[src/rtl/global_control_pipe.sv]
// global_control_pipe: multi-lane elastic register pipeline with flush, occupancy and beat counter
module global_control_pipe #(
    parameter int DATA_WIDTH = 32,
    parameter int LANES      = 1,
    parameter int DEPTH      = 2,
    parameter int CNT_WIDTH  = 32
) (
    input  logic                          ap_clk,
    input  logic                          ap_rst,
    input  logic                          flush,
    input  logic [LANES*DATA_WIDTH-1:0]   in_data,
    input  logic                          in_valid,
    output logic                          in_ready,
    output logic [LANES*DATA_WIDTH-1:0]   out_data,
    output logic                          out_valid,
    input  logic                          out_ready,
    output logic [$clog2(DEPTH+1)-1:0]    occupancy,
    output logic [CNT_WIDTH-1:0]          beat_count,
    output logic                          idle
);
    localparam int W  = LANES * DATA_WIDTH;
    localparam int OW = $clog2(DEPTH + 1);

    logic [DEPTH-1:0] v, nv, sv;
    logic [DEPTH:0]   r;
    logic [W-1:0]     d [DEPTH];
    logic [W-1:0]     sd [DEPTH];

    // stage i may advance when downstream is ready or any stage at/after i is empty
    assign r[DEPTH] = out_ready;
    for (genvar i = 0; i < DEPTH; i++) begin : g_ready
        assign r[i] = out_ready | ~&v[DEPTH-1:i];
    end

    always_comb begin
        sv[0] = in_valid & ~flush;
        sd[0] = in_data;
        for (int i = 1; i < DEPTH; i++) begin
            sv[i] = v[i-1];
            sd[i] = d[i-1];
        end
        for (int i = 0; i < DEPTH; i++)
            nv[i] = flush ? 1'b0 : (r[i] ? sv[i] : v[i]);
    end

    always_ff @(posedge ap_clk) begin
        if (ap_rst) begin
            v          <= '0;
            occupancy  <= '0;
            beat_count <= '0;
            for (int i = 0; i < DEPTH; i++) d[i] <= '0;
        end else begin
            v         <= nv;
            occupancy <= OW'($countones(nv));
            if (out_valid && out_ready) beat_count <= beat_count + 1'b1;
            for (int i = 0; i < DEPTH; i++)
                if (!flush && r[i] && sv[i]) d[i] <= sd[i];
        end
    end

    assign in_ready  = r[0] & ~flush;
    assign out_valid = v[DEPTH-1];
    assign out_data  = d[DEPTH-1];
    assign idle      = (occupancy == '0);
endmodule

[config.mk]
export PLATFORM = sky130hd
export DESIGN_NAME = global_control_pipe
export DESIGN_NICKNAME = d
export VERILOG_FILES = /design/src/rtl/global_control_pipe.sv
export SDC_FILE = /design/constraint.sdc
export NUM_CORES = 1
export LEC_CHECK = 0
export CAP_MARGIN = 5
export CORE_ASPECT_RATIO = 0.5
export CORE_MARGIN = 8
export CORE_UTILIZATION = 49
export CTS_BUF_LIST = sky130_fd_sc_hd__clkbuf_2
export CTS_CLUSTER_SIZE = 20
export DETAILED_ROUTE_END_ITERATION = 8
export PLACE_DENSITY_LB_ADDON = 0.25
export SETUP_SLACK_MARGIN = 0.15
export SKIP_CTS_REPAIR_TIMING = 1
export SYNTH_ARGS = -nofsm -noshare
export SYNTH_HDL_FRONTEND = slang
export SYNTH_SLANG_ARGS = --single-unit
[constraint.sdc]
create_clock -name ap_clk -period 4.59 [get_ports ap_clk]
set_clock_uncertainty 0.05 [all_clocks]
set_input_delay 0.6885 -clock ap_clk [delete_from_list [all_inputs] [get_ports ap_clk]]
set_output_delay 0.6885 -clock ap_clk [all_outputs]
set_load 0.01 [all_outputs]
### Word-level counts from Yosys, hierarchy flattened

Memory sizes are Yosys's and may differ from the RTL's.
Cells that the tools add are included.

* word-level logic and storage cells: 37
* register bits after elaboration: 36
* bits in writable memories: 64
* output and inout port bits: 69
* input port bits: 37
* memories: 1

* add/sub/neg operators: 2
* multiplexer cells: 14
* bitwise operators: 7
* reductions and logical operators: 10

Memory list
* d: words 2, bits a word 32, read ports 2, clocked after Yosys merged registers in 0, write ports 2, line 26 `logic [W-1:0] d [DEPTH];`

Operators with widths (number)
* 2-to-1 mux 32 bit: 2
* adder 32 x 1 -> 32 bit (second input constant): 1
* 2-to-1 mux 1 bit: 12
* logical AND 1 bit: 5
* bitwise OR 1 bit: 4
* zero test 1 bit: 3
* adder 1 x 1 -> 2 bit: 1
* bitwise AND 1 bit: 2
* zero test 2 bit: 1
* AND reduction 2 bit: 1
* inverter 1 bit: 1

### Longest topological paths before layout

Gate-level depths: netlist (run 1).

* depth in word-level cells: 9
* mapped depth: 7
* mapped depth without buffers: 5

### Worst setup path after synthesis (run 1)

OpenSTA, ideal clock, no wires.

* path kind: input to register
* from: input port flush
* to: memory d[0][32] (netlist bit) (enable)
* slack: 1.773 ns
* path buffers: 0
* arrival: 2.339 ns
* library setup time: 0.428 ns
* data required time: 4.112 ns
* stages on the path: 2
* cell sequence: nand2b_1 > o21bai_1

RTL lines
* start: declaration: line 10 `input logic flush,`
* end: declaration: line 26

### Final worst setup path (run 1)

* from: input port out_ready
* to: output port in_ready

* word-level cells in the longest chain between the ends: 2

RTL lines
* start: declaration: line 16 `input logic out_ready,`
* bitwise OR 1 bit: line 32 `assign r[i] = out_ready | ~&v[DEPTH-1:i];`
* bitwise AND 1 bit: line 61 `assign in_ready = r[0] & ~flush;`
* end: declaration: line 13 `output logic in_ready,`

Every way passes these cells.

==> results of run 1 <==
-- logic make-up after synthesis --
logic type               count (synthesis)
buffers and inverters                   51
AO/OA/AOI/OAI                           41
flip-flops                             100
multiplexers                             5
adder cells (fa/ha/maj)                  2
XOR/XNOR                                 8
AND/OR/NAND/NOR                        168
-- flip-flops by register name, summed over array words and instances, names as in the netlist --
signal      count
beat_count     32
d              64
occupancy       2
v               2
-- per-layer routing --
layer | vias up | part of all wire, % | track usage [%]
met2 | 69 | 50 | 24.1
met1 | 1349 | 42 | 15.4
li1 | 1444 | - | -
met4 | 0 | 0.84 | 4.80
met5 | - | 0 | 0
met3 | 4 | 6.8 | 4.40
-- worst max-delay path, cell delays in order --
cell             delay, ns
clkdlybuf4s50_1       0.46
nor2b_1               0.36
a21oi_1               0.18
clkdlybuf4s50_1       0.51
-- power breakdown --
group | switching, mW | total (mW) | internal (mW)
registers | 0.00762 | 1.00 | 0.993
logic | 0.0512 | 0.119 | 0.0681
clock network | 0.290 | 0.477 | 0.188
total | 0.348 | 1.60 | 1.25
-- Yosys cell counts (3+ instances only) --
library cell and instances:
dfxtp_1 36, nor2_1 19, nor2b_1 7, nand2_1 14, inv_1 3, mux2_2 5, nand4_1 11, or3_1 9
buf_4 33, and2_1 65, nor3_1 5, nor4_1 4, nand3_1 10, edfxtp_1 64, xor2_1 4, or4_1 11
o21ai_0 7, and3_1 3, and4_1 3, xnor2_1 4, o31ai_1 8, clkbuf_1 12, a21oi_1 21
-- layout make-up --
cell class	instances	area, um^2
Clock inverter	6	95.1
Clock buffer	10	50.0
Inverter	3	11.3
Timing Repair Buffer	108	1070
Fill cell	723	3250
Multi-Input combinational cell	224	1410
Tap cell	117	146
Sequential cell	100	2640
-- stage by stage --
| stage | util (%) | cell area (um^2) |
|---|---|---|
| after floorplan | - | 4350 |
| after global placement | 60.8 | 5280 |
| after detailed placement | 60.8 | 5280 |
| after CTS | 62.5 | 5430 |
| after global routing | 62.5 | 5430 |
| final | 62.5 | 5430 |
-- placed cells by master, fill, tap and decap left out, types with 2 or more instances in the layout --
master           count
bufinv_16            2
buf_4                3
o31ai_1              8
nor4_1               4
and4_1               3
dfxtp_1             36
or3_1                9
nand4_1             11
mux2_2               5
and3_1               3
xor2_1               4
clkbuf_2            10
clkdlybuf4s50_1    105
and2_1              65
nand2_1             14
nor3_1               5
o21ai_0              7
edfxtp_1            64
nor2b_1              7
nor2_1              19
clkinvlp_4           2
inv_1                3
a31o_2               2
ha_1                 2
a21oi_1             21
or4_1               11
nor4_2               2
nand3_1             10
xnor2_1              4
-- path summary, 6_finish.rpt --
kind	end	startpoint	slack (ns)
setup / recovery	in_ready	out_ready	1.64
hold / removal	beat_count[24]	beat_count[24]	0.47
setup reg to reg	beat_count[24]	beat_count[0]	2.31
hold reg to reg	beat_count[24]	beat_count[24]	0.47
==> run summary, run 1 <==
Chip height: 82.6 um. Once layout is complete, the cells apart from fillers number 568. The depth of the worst register-to-register path is 5, and the overall routed net length is 8360 um. The tools report the insertion delay to the later sink of the worst-skew pair as 0.54 ns. The share of synthesized area spent on multiplexers was 1.29%; the clock-pin slew reported for the worst setup and hold paths after clock tree synthesis was 0.24 ns. For this design the top-level I/O count stands at 106. Summed over all failing endpoints, the final setup total negative slack is 0 ns.

STA puts the critical path data arrival time at 2.21 ns. The count of nets left with antenna violations once routing finished came out at 0. The total design power is 1.60 mW, and the area of the core is 0.00868 mm^2.

The full die area is 0.0123 mm^2. In this run, synthesis produced a sequential element count of 100. Placement row count: 24. Compared with the post-synthesis result, the final layout area differs by 24.7%. Of the total synthesized cell area, the portion taken by XOR and XNOR cells is 1.61%.

The worst min-delay path class is reg2reg. The share of cells above drive strength 1 came out at 7.32%. Measured against its own limit, the worst slew margin works out to 39.7%.

For this run, asynchronously set or reset flops after synthesis account for 0%. Once placement completed, the tool counted placed cells totaling 552. After synthesis, the netlist uses 36 different library cells. The area fraction in and, or, nand and nor cells after synthesis is 22.9%, and the placed wire-length estimate is 5730 um. The leftover overflow at the end of global routing was 0; the portion of synthesized cell area occupied by the leading cell type was 44.2%. Ranked by total cell area, the synthesized netlist is headed by edfxtp_1, dfxtp_1, and2_1. The tools report the H-tree depth as 3.

In this run the deepest clock path goes through 2 buffers. For the count of final setup violators, the log shows 0. Net count after synthesis: 414. TritonCTS built the clock tree.

The count of port buffers added during placement was 105; the wire length per cell was 14.7 um. For the routability-driven placement congestion ratio, the log shows 0.779. The synthesized netlist devotes 0.575% of its cell area to adder and majority cells.

Once routing completed, OpenROAD measured the worst setup slack at 1.64 ns. Summing the areas of all compound-gate instances in the mapped netlist gives 5.58% of the synthesized area. The number of flops mapped to enable cells by yosys was 64. Entering global routing, the biggest net connects 65 pins. The run finished with clean final reports. The first TritonRoute pass finished after 4 iterations.

The number of inserted diodes was 0. Worst path required time: 3.85 ns. The time the worst path needs with I/O delays and setup is 2.95 ns, and the first-pass GRT wire length is 13100 um. Dividing the detail-routed via count by the number of cells gives 5.05.

The number of instances on the worst hold path is 2, and the average size of a mapped cell is 11.6 um^2. The tree is rooted in a clkbuf_2. The post-route worst hold slack was 0.474 ns; the max-capacitance violation count was 0.

The tree built by TritonCTS fans out to 100 sinks. Setup repair after global routing left no endpoint under its margin. The number of clock buffers added by TritonCTS is 9.

Power spread over the standard cell area amounts to 294 mW/mm^2. The tools report the final count of pins violating max slew as 0. The tools report the type of destination of the critical path as an output pin. Synthesis produced 375 cells. The final period utilization was 64.2%; the number of nets in the layout was 485.

The most area-hungry cell type in the Yosys netlist is edfxtp_1. The run gives 13.6% as the total global-route track usage. The DRC violation total after the first TritonRoute iteration was 150. The worst setup path is launched from an input port. The peak clock frequency supported by timing is 0.340 GHz, and the sequential cell area fraction in the yosys report is 60.8%.

The final routed DRC violation total came out at 0. For the pin with the worst max-slew slack, the measured transition is 0.902 ns. The type of the worst setup path was in2out. By area, the combinational part of the netlist is dominated by simple AND/OR/NAND/NOR gates. Yosys warning count: 0. The tools report the number of antenna violations at the first check in global routing as 0. The analysis attributes to cell leakage a power of 1.86 nW. For the setup slack after placement, the log shows 1.50 ns. The maximum fanout along the worst path was 4; the post-synthesis instance area was 0.00435 mm^2. The most frequently used flop master after synthesis was edfxtp_1. The chip width is 149 um, and the starting density of the core is 50.1%. VDD sags by at most 0.000155 V.

Detailed routing inserted a total of 2866 vias. Number of global-route vias before repair: 2703. Final count of hold timing violations: 0.
Power figures use the tool's default switching activity.
==> run 2: changes to the inputs <==
--- a/config.mk
+++ b/config.mk
@@ -8,7 +8,7 @@
 export CAP_MARGIN = 5
 export CORE_ASPECT_RATIO = 0.5
 export CORE_MARGIN = 8
-export CORE_UTILIZATION = 49
+export CORE_UTILIZATION = 46
 export CTS_BUF_LIST = sky130_fd_sc_hd__clkbuf_2
 export CTS_CLUSTER_SIZE = 20
 export DETAILED_ROUTE_END_ITERATION = 8
==> constraint.sdc (replaced) <==
create_clock -name ap_clk -period 2.4 [get_ports ap_clk]
set_clock_uncertainty 0.05 [all_clocks]
set_input_delay 0.36 -clock ap_clk [delete_from_list [all_inputs] [get_ports ap_clk]]
set_output_delay 0.36 -clock ap_clk [all_outputs]
set_load 0.01 [all_outputs]
==> run 2 against run 1 <==
Non-clock buffer count is 16 higher. Sequential power is 91% higher. Count of clock-buffer cells in the layout stayed put. Clock power is 95% higher. Critical path depth stayed put. Combinational power is 110% higher. Global-route usage is 0.28 points lower. Via count is 3.2% higher. First-iteration DRC count is 5.3% lower. Critical path type is now reg2reg. Largest power group unchanged.
==> run summary, run 2 (synthesis gave the netlist of run 1 again) <==
The path class of the tightest hold or removal check is in2reg. In this run the most used layer during global routing was met2. The run gives 2.82 ns (-1.03 ns) as the worst path required time.

The power per standard cell area is 551 mW/mm^2 (+87%). The worst-margin pin slew came out at 0.350 ns (-0.552 ns). The largest registers in the layout are d x64, beat_count x32.

The type of destination of the critical path was a flop. The time the worst path needs with I/O delays and setup is 2.15 ns, and the number of nets in the layout is 501 (+3.3%). The overall routed net length is 8660 um (+3.7%), and the placed wire-length estimate is 5980 um (+4.4%). The run finished with clean final reports.

Leading cell type in the layout, fill and taps excluded: clkdlybuf4s50_1. Setup repair after global routing left no endpoint under its margin. The tools report the number of nets still failing antenna checks after routing as 0 (unchanged). After layout, the worst path uses 89.6% of the clock period.

The logs give 0.56 ns (+0.02 ns) for the insertion delay to the later sink of the worst-skew pair and 588 (+3.5%) for the number of standard cells in the final layout excluding fillers. The clock buffer count from CTS was 9 (unchanged); the wire length per cell was 14.7 um (+0.16%). The area of the core is 0.00932 mm^2 (+7.4%), and the number of global-route vias before repair is 2801 (+3.6%). The run gives 2.58 ns (+0.37 ns) as the worst endpoint data arrival time. Number of flip-flops in the largest register: 64 (unchanged). The worst IR drop on VDD came out at 0.000286 V (+84%).

The tools report the routability-driven placement congestion ratio as 0.752 (-3.5%). The run gives 0 (unchanged) as the leftover overflow at the end of global routing. The clock-pin slew reported for the worst setup and hold paths after clock tree synthesis was 0.27 ns (+0.03 ns).

The worst setup path is launched from a flop. For the max-capacitance violation count, the log shows 0 (unchanged). The via-per-instance ratio was 5.03 (-0.30%); the fraction of met3 tracks used by global routing was 4.87% (+0.46 points). The leakage component of the power was 1.97 nW (+5.7%); the placement row count was 25 (+4.2%).

Chip height: 84.8 um (+2.6%). The met2 track demand over resource in global routing came out at 22.2% (-1.9 points). For the largest net degree at the start of global routing, the log shows 65 (unchanged).

The maximum count of clock buffers along a single path is 2 (unchanged), and the clock sink count is 100 (unchanged). The starting density of the core came out at 46.7% (-3.5 points). The final count of hold timing violations was 0 (unchanged). The relative area change from synthesis to final layout was 28.8%. The chip width is 154 um (+2.9%). The run gives 0.00544 mm^2 (+3.1%) as the instance area at placement. For the final routed DRC violation total, the log shows 0 (unchanged). The max-slew headroom at the worst pin is 76.5% (+37 points), and the count of port buffers added during placement is 105 (unchanged). CTS placed an instance of clkbuf_2 at the clock tree root.

For the final count of pins violating max slew, the log shows 0 (unchanged). The run gives 3.09 mW (+93%) as the total design power. The number of detailed-routing iterations run before antenna repair came out at 4 (unchanged). The full die area is 0.0130 mm^2 (+5.5%), and the number of ports placed on the die boundary is 106 (unchanged).

The maximum fanout along the worst path came out at 6 (+2). The tools report the design area as 0.00560 mm^2 (+3.3%). The number of antenna violations at the first check in global routing came out at 0 (unchanged). The worst setup path is of the reg2reg kind.

Ranked by flip-flop count, first place goes to d. TritonCTS built the clock tree. The cell count after placement was 572 (+3.6%); the total global-route track usage was 13.3% (-0.28 points).

The run gives 0 (unchanged) as the number of inserted diodes. Timing would allow up to 0.465 GHz. Number of vias in the routed layout: 2958 (+3.2%). In the layout the commonest cells are clkdlybuf4s50_1, and2_1, edfxtp_1.

The count of final setup violators is 0 (unchanged). The share of cells above drive strength 1 was 11.1% (+3.8 points). For the met1 usage in global routing, the log shows 15.5% (+0.13 points). The logs give 3 (unchanged) for the H-tree depth and 14000 um (+6.7%) for the first-pass GRT wire length.

The DRC violation total after the first TritonRoute iteration came out at 142 (-5.3%).
-- run 2: cell types whose count changed in the layout (fill, tap and decap cells not counted), sizes merged --
| cell | delta |
|---|---|
| buf | +16 |
| dlymetal6s2s | +1 |
| inv | +1 |
| clkinvlp | -1 |
| clkdlybuf4s50 | -1 |
-- run 2: power by group --
group,internal [mW],leakage [nW],total (mW),switching (mW)
Sequential,1.90,0.965,1.91,0.0145
Clock,0.360,0.0835,0.930,0.569
Combinational,0.143,0.921,0.245,0.102
-- run 2: worst max-delay path, stage by stage, from the launching register on --
cell and delay, ns:
dfxtp_1 0.52, nand3_1 0.18, or4_1 0.62, nor4_2 0.33, mux2_2 0.36
-- run 2: final timing paths --
path	depth (start not counted)	slack, ns	startpoint	to
worst min register to register	2	0.47	beat_count[24]	beat_count[24]
worst min-delay path	2	0.37	in_data[18]	d[0][18]
worst max register to register	4	0.25	beat_count[7]	beat_count[31]
worst max-delay path	4	0.25	beat_count[7]	beat_count[31]
-- run 2: area by class of cell --
type / instances / area, um^2
clock buffers: 10 / 50.0
well taps: 121 / 151
inverters: 3 / 11.3
repair buffers: 124 / 1230
clock inverters: 6 / 93.8
fillers: 789 / 3720
multi-input cells: 224 / 1420
flip-flops and latches: 100 / 2640
-- run 2: per-layer routing --
layer | share of wire (%) | up-vias
met4 | 0.89 | 0
met5 | 0 | -
met3 | 5.8 | 7
met1 | 44 | 1410
li1 | - | 1476
met2 | 49 | 65
-- run 2: stage by stage --
step                TNS [ns]  hold WS (ns)  setup slack (ns)  util, %
global placement           0         0.423            0.0185     58.4
finish                     0         0.367             0.249     60.1
global route               0         0.287             0.139     60.1
CTS                        0         0.312            0.0258     59.9
detailed placement   -0.0377         0.441           -0.0156     58.4
floorplan                  0         0.389             0.356        -
